--- config.mk ---
export PLATFORM = sky130hd
export DESIGN_NAME = bit_serializer_flat
export DESIGN_NICKNAME = d
export VERILOG_FILES = /design/src/rtl/bit_serializer_if.sv /design/src/rtl/bit_serializer.sv /design/src/flat_wrapper.sv
export SDC_FILE = /design/constraint.sdc
export NUM_CORES = 1
export LEC_CHECK = 0
export CELL_PAD_IN_SITES_DETAIL_PLACEMENT = 1
export CELL_PAD_IN_SITES_GLOBAL_PLACEMENT = 2
export CORE_MARGIN = 5
export CORE_UTILIZATION = 31
export DETAILED_ROUTE_END_ITERATION = 7
export PLACE_DENSITY = 0.77
export SLEW_MARGIN = 10
export SYNTH_ARGS = -nofsm -noshare
export SYNTH_HDL_FRONTEND = slang
export SYNTH_SLANG_ARGS = --single-unit
export TNS_END_PERCENT = 50
--- constraint.sdc ---
create_clock -name i_clk -period 3.1 [get_ports i_clk]
set_input_delay 0.465 -clock i_clk [delete_from_list [all_inputs] [get_ports i_clk]]
set_output_delay 0.465 -clock i_clk [all_outputs]
set_load 0.005 [all_outputs]
--- src/rtl/bit_serializer_if.sv ---
// ---------------------------------------------------------------------------
// bit_serializer_if
//   Parallel-word valid/ready handshake feeding bit_serializer.
//   Members:
//     in_data  [WIDTH] word to serialize      (source -> serializer)
//     in_valid         in_data is valid       (source -> serializer)
//     in_ready         serializer can take it (serializer -> source)
//   Modports: master = word source, slave = serializer.
// ---------------------------------------------------------------------------
interface bit_serializer_if #(
  parameter int WIDTH = 8
);
  logic [WIDTH-1:0] in_data;
  logic             in_valid;
  logic             in_ready;

  modport master (output in_data, output in_valid, input  in_ready);
  modport slave  (input  in_data, input  in_valid, output in_ready);
endinterface

--- src/rtl/bit_serializer.sv ---
// ---------------------------------------------------------------------------
// bit_serializer
//   Takes a parallel word over a valid/ready handshake and shifts it out one
//   bit per bit_en strobe on a single serial line (the pattern detector's
//   serial input), with frame markers for word alignment.
//
//   Parameters:
//     WIDTH     bits per word (2..32)
//     MSB_FIRST 1: bit WIDTH-1 leaves first, 0: bit 0 leaves first
//     IDLE_BIT  level driven on o_ser_bit between words
//
//   Ports:
//     i_clk       clock, rising edge
//     i_rst_n     asynchronous reset, active low
//     i_bit_en    bit-rate strobe; a bit advances only on strobed edges
//     s_in        handshake (in_data / in_valid / in_ready), slave side
//     o_ser_bit   serial data
//     o_ser_valid o_ser_bit carries a word bit
//     o_ser_last  current bit is the last of the word
//     o_busy      a word is loaded and not fully sent
//
//   Build option:
//     BIT_SERIALIZER_BACK2BACK_EN  when defined, a new word may be taken on
//     the strobed edge that retires the last bit, so consecutive words leave
//     with no idle slot between them.
// ---------------------------------------------------------------------------
module bit_serializer #(
  parameter int   WIDTH     = 8,
  parameter int   MSB_FIRST = 1,
  parameter logic IDLE_BIT  = 1'b0
) (
  input  logic             i_clk,
  input  logic             i_rst_n,
  input  logic             i_bit_en,
  bit_serializer_if.slave  s_in,
  output logic             o_ser_bit,
  output logic             o_ser_valid,
  output logic             o_ser_last,
  output logic             o_busy
);

  localparam int CW = $clog2(WIDTH);

  typedef enum logic {
    ST_IDLE  = 1'b0,
    ST_SHIFT = 1'b1
  } state_t;

  state_t           r_state, w_state_nxt;
  logic [WIDTH-1:0] r_shift, w_shift_nxt;
  logic [CW-1:0]    r_cnt,   w_cnt_nxt;

  logic             w_last;
  logic             w_ready;
  logic             w_xfer;
  logic [WIDTH-1:0] w_shift_adv;
  logic             w_out_end;

  // Counter holds the number of bits still to follow the current one.
  assign w_last = (r_cnt == '0);

`ifdef BIT_SERIALIZER_BACK2BACK_EN
  // The strobed edge that retires the last bit can also load the next word.
  assign w_ready = (r_state == ST_IDLE) ||
                   ((r_state == ST_SHIFT) && w_last && i_bit_en);
`else
  assign w_ready = (r_state == ST_IDLE);
`endif

  assign w_xfer        = s_in.in_valid && w_ready;
  assign s_in.in_ready = w_ready;

  // Output end of the register and the shift that moves the next bit there.
  generate
    if (MSB_FIRST != 0) begin : g_msb
      assign w_out_end   = r_shift[WIDTH-1];
      assign w_shift_adv = {r_shift[WIDTH-2:0], 1'b0};
    end else begin : g_lsb
      assign w_out_end   = r_shift[0];
      assign w_shift_adv = {1'b0, r_shift[WIDTH-1:1]};
    end
  endgenerate

  always_ff @(posedge i_clk or negedge i_rst_n) begin
    if (!i_rst_n) begin
      r_state <= ST_IDLE;
      r_shift <= '0;
      r_cnt   <= '0;
    end else begin
      r_state <= w_state_nxt;
      r_shift <= w_shift_nxt;
      r_cnt   <= w_cnt_nxt;
    end
  end

  always_comb begin
    w_state_nxt = r_state;
    w_shift_nxt = r_shift;
    w_cnt_nxt   = r_cnt;
    case (r_state)
      ST_IDLE: begin
        if (w_xfer) begin
          w_shift_nxt = s_in.in_data;
          w_cnt_nxt   = CW'(WIDTH - 1);
          w_state_nxt = ST_SHIFT;
        end
      end
      ST_SHIFT: begin
        // Without a strobe everything holds, stretching the current bit.
        if (i_bit_en) begin
          if (!w_last) begin
            w_shift_nxt = w_shift_adv;
            w_cnt_nxt   = r_cnt - 1'b1;
          end else if (w_xfer) begin
            // Only reachable with back-to-back loading enabled.
            w_shift_nxt = s_in.in_data;
            w_cnt_nxt   = CW'(WIDTH - 1);
          end else begin
            w_state_nxt = ST_IDLE;
          end
        end
      end
      default: w_state_nxt = ST_IDLE;
    endcase
  end

  // All serial outputs come from registers only.
  assign o_ser_valid = (r_state == ST_SHIFT);
  assign o_busy      = (r_state == ST_SHIFT);
  assign o_ser_bit   = (r_state == ST_SHIFT) ? w_out_end : IDLE_BIT;
  assign o_ser_last  = (r_state == ST_SHIFT) && w_last;

endmodule

--- src/flat_wrapper.sv ---
// flat-port wrapper written by rule: the top's interface ports become plain ports
module bit_serializer_flat 
#(
  parameter int   WIDTH     = 8,
  parameter int   MSB_FIRST = 1,
  parameter logic IDLE_BIT  = 1'b0
)
  (i_clk, i_rst_n, i_bit_en, o_ser_bit, o_ser_valid, o_ser_last, o_busy, s_in_in_data, s_in_in_valid, s_in_in_ready);
  bit_serializer_if #(.WIDTH(WIDTH)) s_in_i ();
  input  logic i_clk;
  input  logic i_rst_n;
  input  logic i_bit_en;
  output logic o_ser_bit;
  output logic o_ser_valid;
  output logic o_ser_last;
  output logic o_busy;
  input wire logic [$bits(s_in_i.in_data)-1:0] s_in_in_data;
  input wire logic [$bits(s_in_i.in_valid)-1:0] s_in_in_valid;
  output wire logic [$bits(s_in_i.in_ready)-1:0] s_in_in_ready;
  assign s_in_i.in_data = s_in_in_data;
  assign s_in_i.in_valid = s_in_in_valid;
  assign s_in_in_ready = s_in_i.in_ready;
  bit_serializer #(.WIDTH(WIDTH), .MSB_FIRST(MSB_FIRST), .IDLE_BIT(IDLE_BIT)) u_core (.i_clk(i_clk), .i_rst_n(i_rst_n), .i_bit_en(i_bit_en), .s_in(s_in_i), .o_ser_bit(o_ser_bit), .o_ser_valid(o_ser_valid), .o_ser_last(o_ser_last), .o_busy(o_busy));
endmodule
==> results of run 1 <==
==> area by class of cell <==
| cell class | count | area [um2] |
|---|---|---|
| Tap cell | 27 | 33.8 |
| Multi-Input combinational cell | 35 | 274 |
| Inverter | 3 | 11.3 |
| Fill cell | 239 | 1160 |
| Clock buffer | 3 | 22.5 |
| Timing Repair Buffer | 16 | 160 |
| Sequential cell | 12 | 300 |
==> worst max-delay path: stages (launching register included) <==
cell             delay [ps]
dfrtp_1                 360
inv_1                    90
ha_1                    160
nor2b_2                 410
and2_1                  190
clkdlybuf4s50_1         500
==> where the power goes <==
part           internal (mW)  switching, mW  total, mW
clock                 0.0448         0.0485     0.0933
sequential             0.230         0.0498      0.280
combinational          0.194          0.134      0.327
total                  0.468          0.232      0.700
==> metal layers <==
layer / global-route usage [%] / vias to the layer above
li1: - / 230
met1: 12.3 / 224
met2: 16.0 / 11
met3: 3.26 / 2
met4: 6.25 / 0
met5: 0 / -
==> flip-flops by register name (all words and copies together) (netlist names) <==
name            flops
u_core.o_busy       1
u_core.r_shift      8
u_core.r_cnt        3
==> cells by family (layout without fill, tap and decap cells) <==
family          after synthesis  count (layout)  share of synthesized area, %
flops                        12              12                          47.3
fa+ha+maj                     2               2                          3.94
compound gates               13              13                          19.1
mux                           1               1                          1.78
simple gates                 19              19                          18.3
buf+inv                       8              22                          9.47
==> final timing paths <==
kind | startpoint | endpoint | slack (ps) | cells past startpoint
worst min register to register | u_core.r_shift[0]$_DFFE_PN0P_ | u_core.r_shift[0]$_DFFE_PN0P_ | 520 | 2
worst max-delay path | u_core.r_cnt[0]$_DFFE_PN0P_ | o_ser_last | 650 | 5
max in group asynchronous | i_rst_n | u_core.r_cnt[1]$_DFFE_PN0P_ | 2190 | 1
min in group asynchronous | i_rst_n | u_core.r_shift[3]$_DFFE_PN0P_ | 560 | 1
worst min-delay path | u_core.r_shift[0]$_DFFE_PN0P_ | u_core.r_shift[0]$_DFFE_PN0P_ | 520 | 2
worst max register to register | u_core.r_cnt[0]$_DFFE_PN0P_ | u_core.r_cnt[0]$_DFFE_PN0P_ | 1440 | 5
==> per-stage QoR <==
| stage | worst slack [ps] | std cells | total power, mW | hold slack, ps | area [um2] |
|---|---|---|---|---|---|
| 2_1_floorplan | 1590 | 55 | 0.524 | 169 | 634 |
| 3_3_place_gp | 960 | 93 | 0.607 | 513 | 779 |
| 3_5_place_dp | 911 | 93 | 0.618 | 505 | 779 |
| 4_1_cts | 602 | 96 | 0.717 | 527 | 802 |
| 5_1_grt | 455 | 96 | 0.777 | 555 | 802 |
| 6_report | 650 | 96 | 0.700 | 518 | 802 |
==> cell usage in the layout (no fill, tap or decap), drive strengths merged, types with 2 or more instances in the layout <==
master / instances
o221a: 7
dfrtp: 12
clkdlybuf4s50: 16
or3: 7
nor2b: 2
o21ai: 2
and2: 2
nand2: 3
inv: 3
ha: 2
clkbuf: 3
==> metrics.md, run 1 <==
| Metric | Value |
|---|---|
| Unique masters post-synth | 24 |
| Worst Skew | ~0.21 ps |
| Largest net degree at the start of global routing | 14 |
| Largest area contributor in the netlist | dfrtp_1 |
| Cell Rows | 16 |
| CP Class | flop to output port |
| Relative slew margins | roughly 63% |
| Met3 wire length | around 77 um |
| Residual DRC | 0 |
| Initial antenna violation count | 0 |
| Skew-Pair Late Insertion Delay | 260 ps |
| CP Max Fanout | 13 |
| Synth top cells by count | 12 x dfrtp_1, 7 x o221a_2, 7 x or3_1 |
| Run status | complete, no violations |
| Clock edge transition at the registers on the reported setup and hold paths | ~70 ps |
| Vias in the first global route | 529 |
| #FFs+latches synth | 12 |
| Critical Path RT | 2630 ps |
| Fraction of registers with async set/reset | 100% |
| Post-layout util | 40.9% |
| Clock Path Buffers | 2 |
| Routability cong. | roughly 0.62 |
| TritonCTS Sinks | 12 |
| Final cycle utilization of the critical path | around four fifths |
| HPWL after DPL | about 1000 um |
| Post-synthesis cell count | 55 |
| Worst-margin pin slew | around 550 ps |
| Post-DRT Antenna Nets | 0 |
| Setup Buffers After CTS | 0 |
| M1 WL | 606 um |
| Sequential element share of the synthesized area | between 40% and 50% |
| Starting Density | around 32% |
| Critical path endpoint category | output port |
| Total wire length | 1340 um |
| Number of synthesized flops with an enable pin | 0 |
| Final slew viol count | 0 |
| Area contributors post-synth | dfrtp_1 47%, o221a_2 12%, or3_1 6.9%, buf_6 5.3%, ha_1 3.9% |
| Syn. warnings | 0 |
| Layout area overhead | 26.4% |
| Maximum vdd drop | 0.273 mV |
| Final hold violation count | 0 |
| Grt total ovfl | 0 |
| Top-area cell type share of the netlist area | between 40% and 50% |
| Setup crit start kind | flop |
| Hold Crit Class | flop to flop |
| Final min period | ~2500 ps |
| Tot GR Track Use | around a tenth |
| Port bufs | 16 |
| Die Height | between 50 and 60 um |
| RSZ-0062 raised after global routing | false |
| Max layer used | met4 |
| Max H-tree Level | 1 |
| N_diodes | 0 |
| DR pass1 iterations | 4 |
| DIE AREA | about 0.003 mm2 |
| DR WL met2 | around 630 um |
| Total Neg Setup Slack | 0 ps |
| Endpoints failing setup | 0 |
| Clock buffers created by TritonCTS | 3 |
| I/O pin total | 17 |
| First-pass GRT wire length | approximately 2500 um |
| Primary FF master, synth | dfrtp_1 |
| Avg Vias per Cell | slightly below 5 |
| Width of the die | 55.2 um |
| Power Density | around 870 mW/mm2 |
| Leak | between 0.3 and 0.4 nW |
| CTS Root Cell | clkbuf_4 |
| CTS tree | built |
| Max Cap Viol | 0 |
| Hold-fix buffers at CTS | 0 |
| Syn_area_per_cell | roughly 12 um2 |
| Routed via count | between 400 and 500 |
| Mapped Nets | between 60 and 70 |
| Fmax | 0.408 GHz |
| Mapped cell area | ~630 um2 |
| DR WL/cell | 14.0 um |
| Core Area | roughly 0.0020 mm2 |
| Layout cell share with drive strength beyond 1 | between 20% and 30% |
| Initial drt markers | 9 |
| Critical Path AT | around 2000 ps |
| Count leader, synth | dfrtp_1 |
| Nets | 85 |
| Post-CTS sizing | 0 |
No activity file was read; power rests on OpenSTA's default activity.
==> run 2, diff against run 1 <==
CORE_UTILIZATION = 26   (was 31)
PLACE_DENSITY = 0.69   (was 0.77)
clock period = 2.1 ns   (was 3.1 ns; I/O delays follow)
==> run 2 against run 1 <==
- critical path depth did not move
- via count rose by 2.4%
- worst hold slack got worse by 120 ps
- core utilization fell by 4.3 points
- cell count rose by 4.2%
- wire length rose by 1.9%
- combinational power rose by 54%
- final area rose by 3.7%
==> metrics.md, run 2 (synthesis gave the netlist of run 1 again) <==
| Metric | Value |
|---|---|
| Run status | complete, no violations |
| DR WL/cell | about 14 um |
| R2R Setup Slk | 520 ps |
| Starting Density | between 20% and 30% |
| WP depth | 5 |
| Core Area | approximately 0.0023 mm2 |
| DP Cell Count | 96 |
| Final min period | 2010 ps |
| Worst R2R Path Depth | 6 |
| First-pass GRT wire length | around 2200 um |
| RR Endpoint | u_core.r_shift[3]$_DFFE_PN0P_ |
| Buffers & Inverters on Critical Path | 2 |
| Vias in the first global route | slightly below 500 |
| Layout cell share with drive strength beyond 1 | 23.6% |
| Max Cap Viol | 0 |
| Die Height | 59.4 um |
| Initial antenna violation count | 0 |
| Most flops, register | u_core.r_shift |
| Clock buffers created by TritonCTS | 3 |
| Critical Path AT | between 1500 and 2000 ps |
| TritonCTS Sinks | 12 |
| Endpoints failing setup | 0 |
| Port bufs | 16 |
| Total Neg Setup Slack | 0 ps |
| Post-DRT Antenna Nets | 0 |
| CP Max Fanout | 3 |
| Leak | ~0.34 nW |
| Setup crit start kind | flop |
| Largest net degree at the start of global routing | 13 |
| Delay-heaviest family, CP | buffers and inverters |
| Width of the die | a little under 60 um |
| DR pass1 iterations | 2 |
| Grt total ovfl | 0 |
| Maximum vdd drop | slightly below 0.5 mV |
| Skew-Pair Late Insertion Delay | around 270 ps |
| Post-layout util | between 30% and 40% |
| Nets | between 80 and 90 |
| Layout area overhead | 31.2% |
| Finished Layout Cells | 100 |
| Fmax | between 0.4 and 0.5 GHz |
| Crit path from | u_core.r_cnt[0]$_DFFE_PN0P_ |
| Start of the worst register-to-register path | u_core.r_cnt[0]$_DFFE_PN0P_ |
| Final cycle utilization of the critical path | about 96% |
| Relative slew margins | between 60% and 70% |
| Routability cong. | roughly 0.66 |
| Hold Crit Class | input port to async pin |
| CTS Root Cell | clkbuf_4 |
| Residual DRC | 0 |
| Clock Path Buffers | 2 |
| Commonest non-fill, non-tap cell in the layout | clkdlybuf4s50_1 |
| Post-CTS sizing | 0 |
| Initial drt markers | 12 |
| Worst-margin pin slew | 560 ps |
| Total power draw | about 1.1 mW |
| CTS tree | built |
| CP cell instances | inv_1 -> ha_1 -> nor2b_2 -> and2_1 -> clkdlybuf4s50_1 |
| DIE AREA | between 0.003 and 0.004 mm2 |
| N_diodes | 0 |
| Max reg flops | 8 |
| Post-route cell area | 832 um2 |
| CP Class | flop to output port |
| Pre-CTS setup slack | around 370 ps |
| Tot GR Track Use | between 8 and 9% |
| Worst hold slack | around 400 ps |
| Hold-fix buffers at CTS | 0 |
| Final hold violation count | 0 |
| RSZ-0062 raised after global routing | false |
| Final slew viol count | 0 |
| Setup Buffers After CTS | 0 |
| Fillers | approximately 250 |
| Slowest stage delay, CP | ~500 ps |
| Max H-tree Level | 1 |
| Clock edge transition at the registers on the reported setup and hold paths | about 80 ps |
| Commonest non-fill, non-tap cells in the layout | 16 x clkdlybuf4s50_1, 12 x dfrtp_1, 7 x or3_1, 7 x o221a_2 |
| Routed via count | 478 |
| Critical path endpoint category | output port |
| Final worst slack | between 90 and 100 ps |
| Avg Vias per Cell | around 4.8 |
| Power Density | 1320 mW/mm2 |
| I/O pin total | 17 |
| Critical Path RT | 1780 ps |
| DP Area | ~800 um2 |
| CP max stage cell | clkdlybuf4s50_1 |
| Total wire length | between 1000 and 1500 um |
| Worst Skew | approximately 6.3 ps |
| HPWL after DPL | 996 um |
| Cell Rows | 17 |
| Worst Setup EP | o_ser_last |
[run 2: routing by layer]
metal  up-vias  routed length (um)  track usage (%)
met5         -                   0                0
met4         0                   0             2.91
met3         0                 102             3.05
met2        15                 575             12.0
met1       227                 687             12.1
li1        236                   -                -
[run 2: layout make-up]
type,instances,area [um2],area share [%]
flip-flops and latches,12,300,36.1
clock buffers,4,36.3,4.36
repair buffers,18,175,21.1
inverters,3,11.3,1.35
multi-input cells,35,274,32.9
well taps,28,35.0,4.21
[run 2: worst min path at each step]
stage | from | endpoint | depth (start not counted)
5_1_grt | i_rst_n | u_core.r_shift[5]$_DFFE_PN0P_ | 1
2_1_floorplan | i_rst_n | u_core.o_busy$_DFF_PN0_ | 0
3_3_place_gp | u_core.r_cnt[2]$_DFFE_PN0P_ | u_core.r_cnt[2]$_DFFE_PN0P_ | 1
4_1_cts | i_rst_n | u_core.r_shift[5]$_DFFE_PN0P_ | 1
3_5_place_dp | u_core.r_shift[0]$_DFFE_PN0P_ | u_core.r_shift[0]$_DFFE_PN0P_ | 2
6_report | i_rst_n | u_core.r_shift[5]$_DFFE_PN0P_ | 1
[run 2: worst register-to-register path, delay by kind of cell, from the launching register on]
kind | cells | cell delay [ps]
buffers and inverters | 2 | 240
adder cells (fa/ha/maj) | 1 | 220
AO/OA/AOI/OAI | 2 | 600
AND/OR/NAND/NOR | 1 | 160
flip-flops | 1 | 320
[run 2: report_power, final]
part	internal [mW]	total, mW	switching [mW]
sequential	0.339	0.411	0.0717
clock	0.105	0.183	0.0775
combinational	0.300	0.504	0.204
total	0.744	1.10	0.353
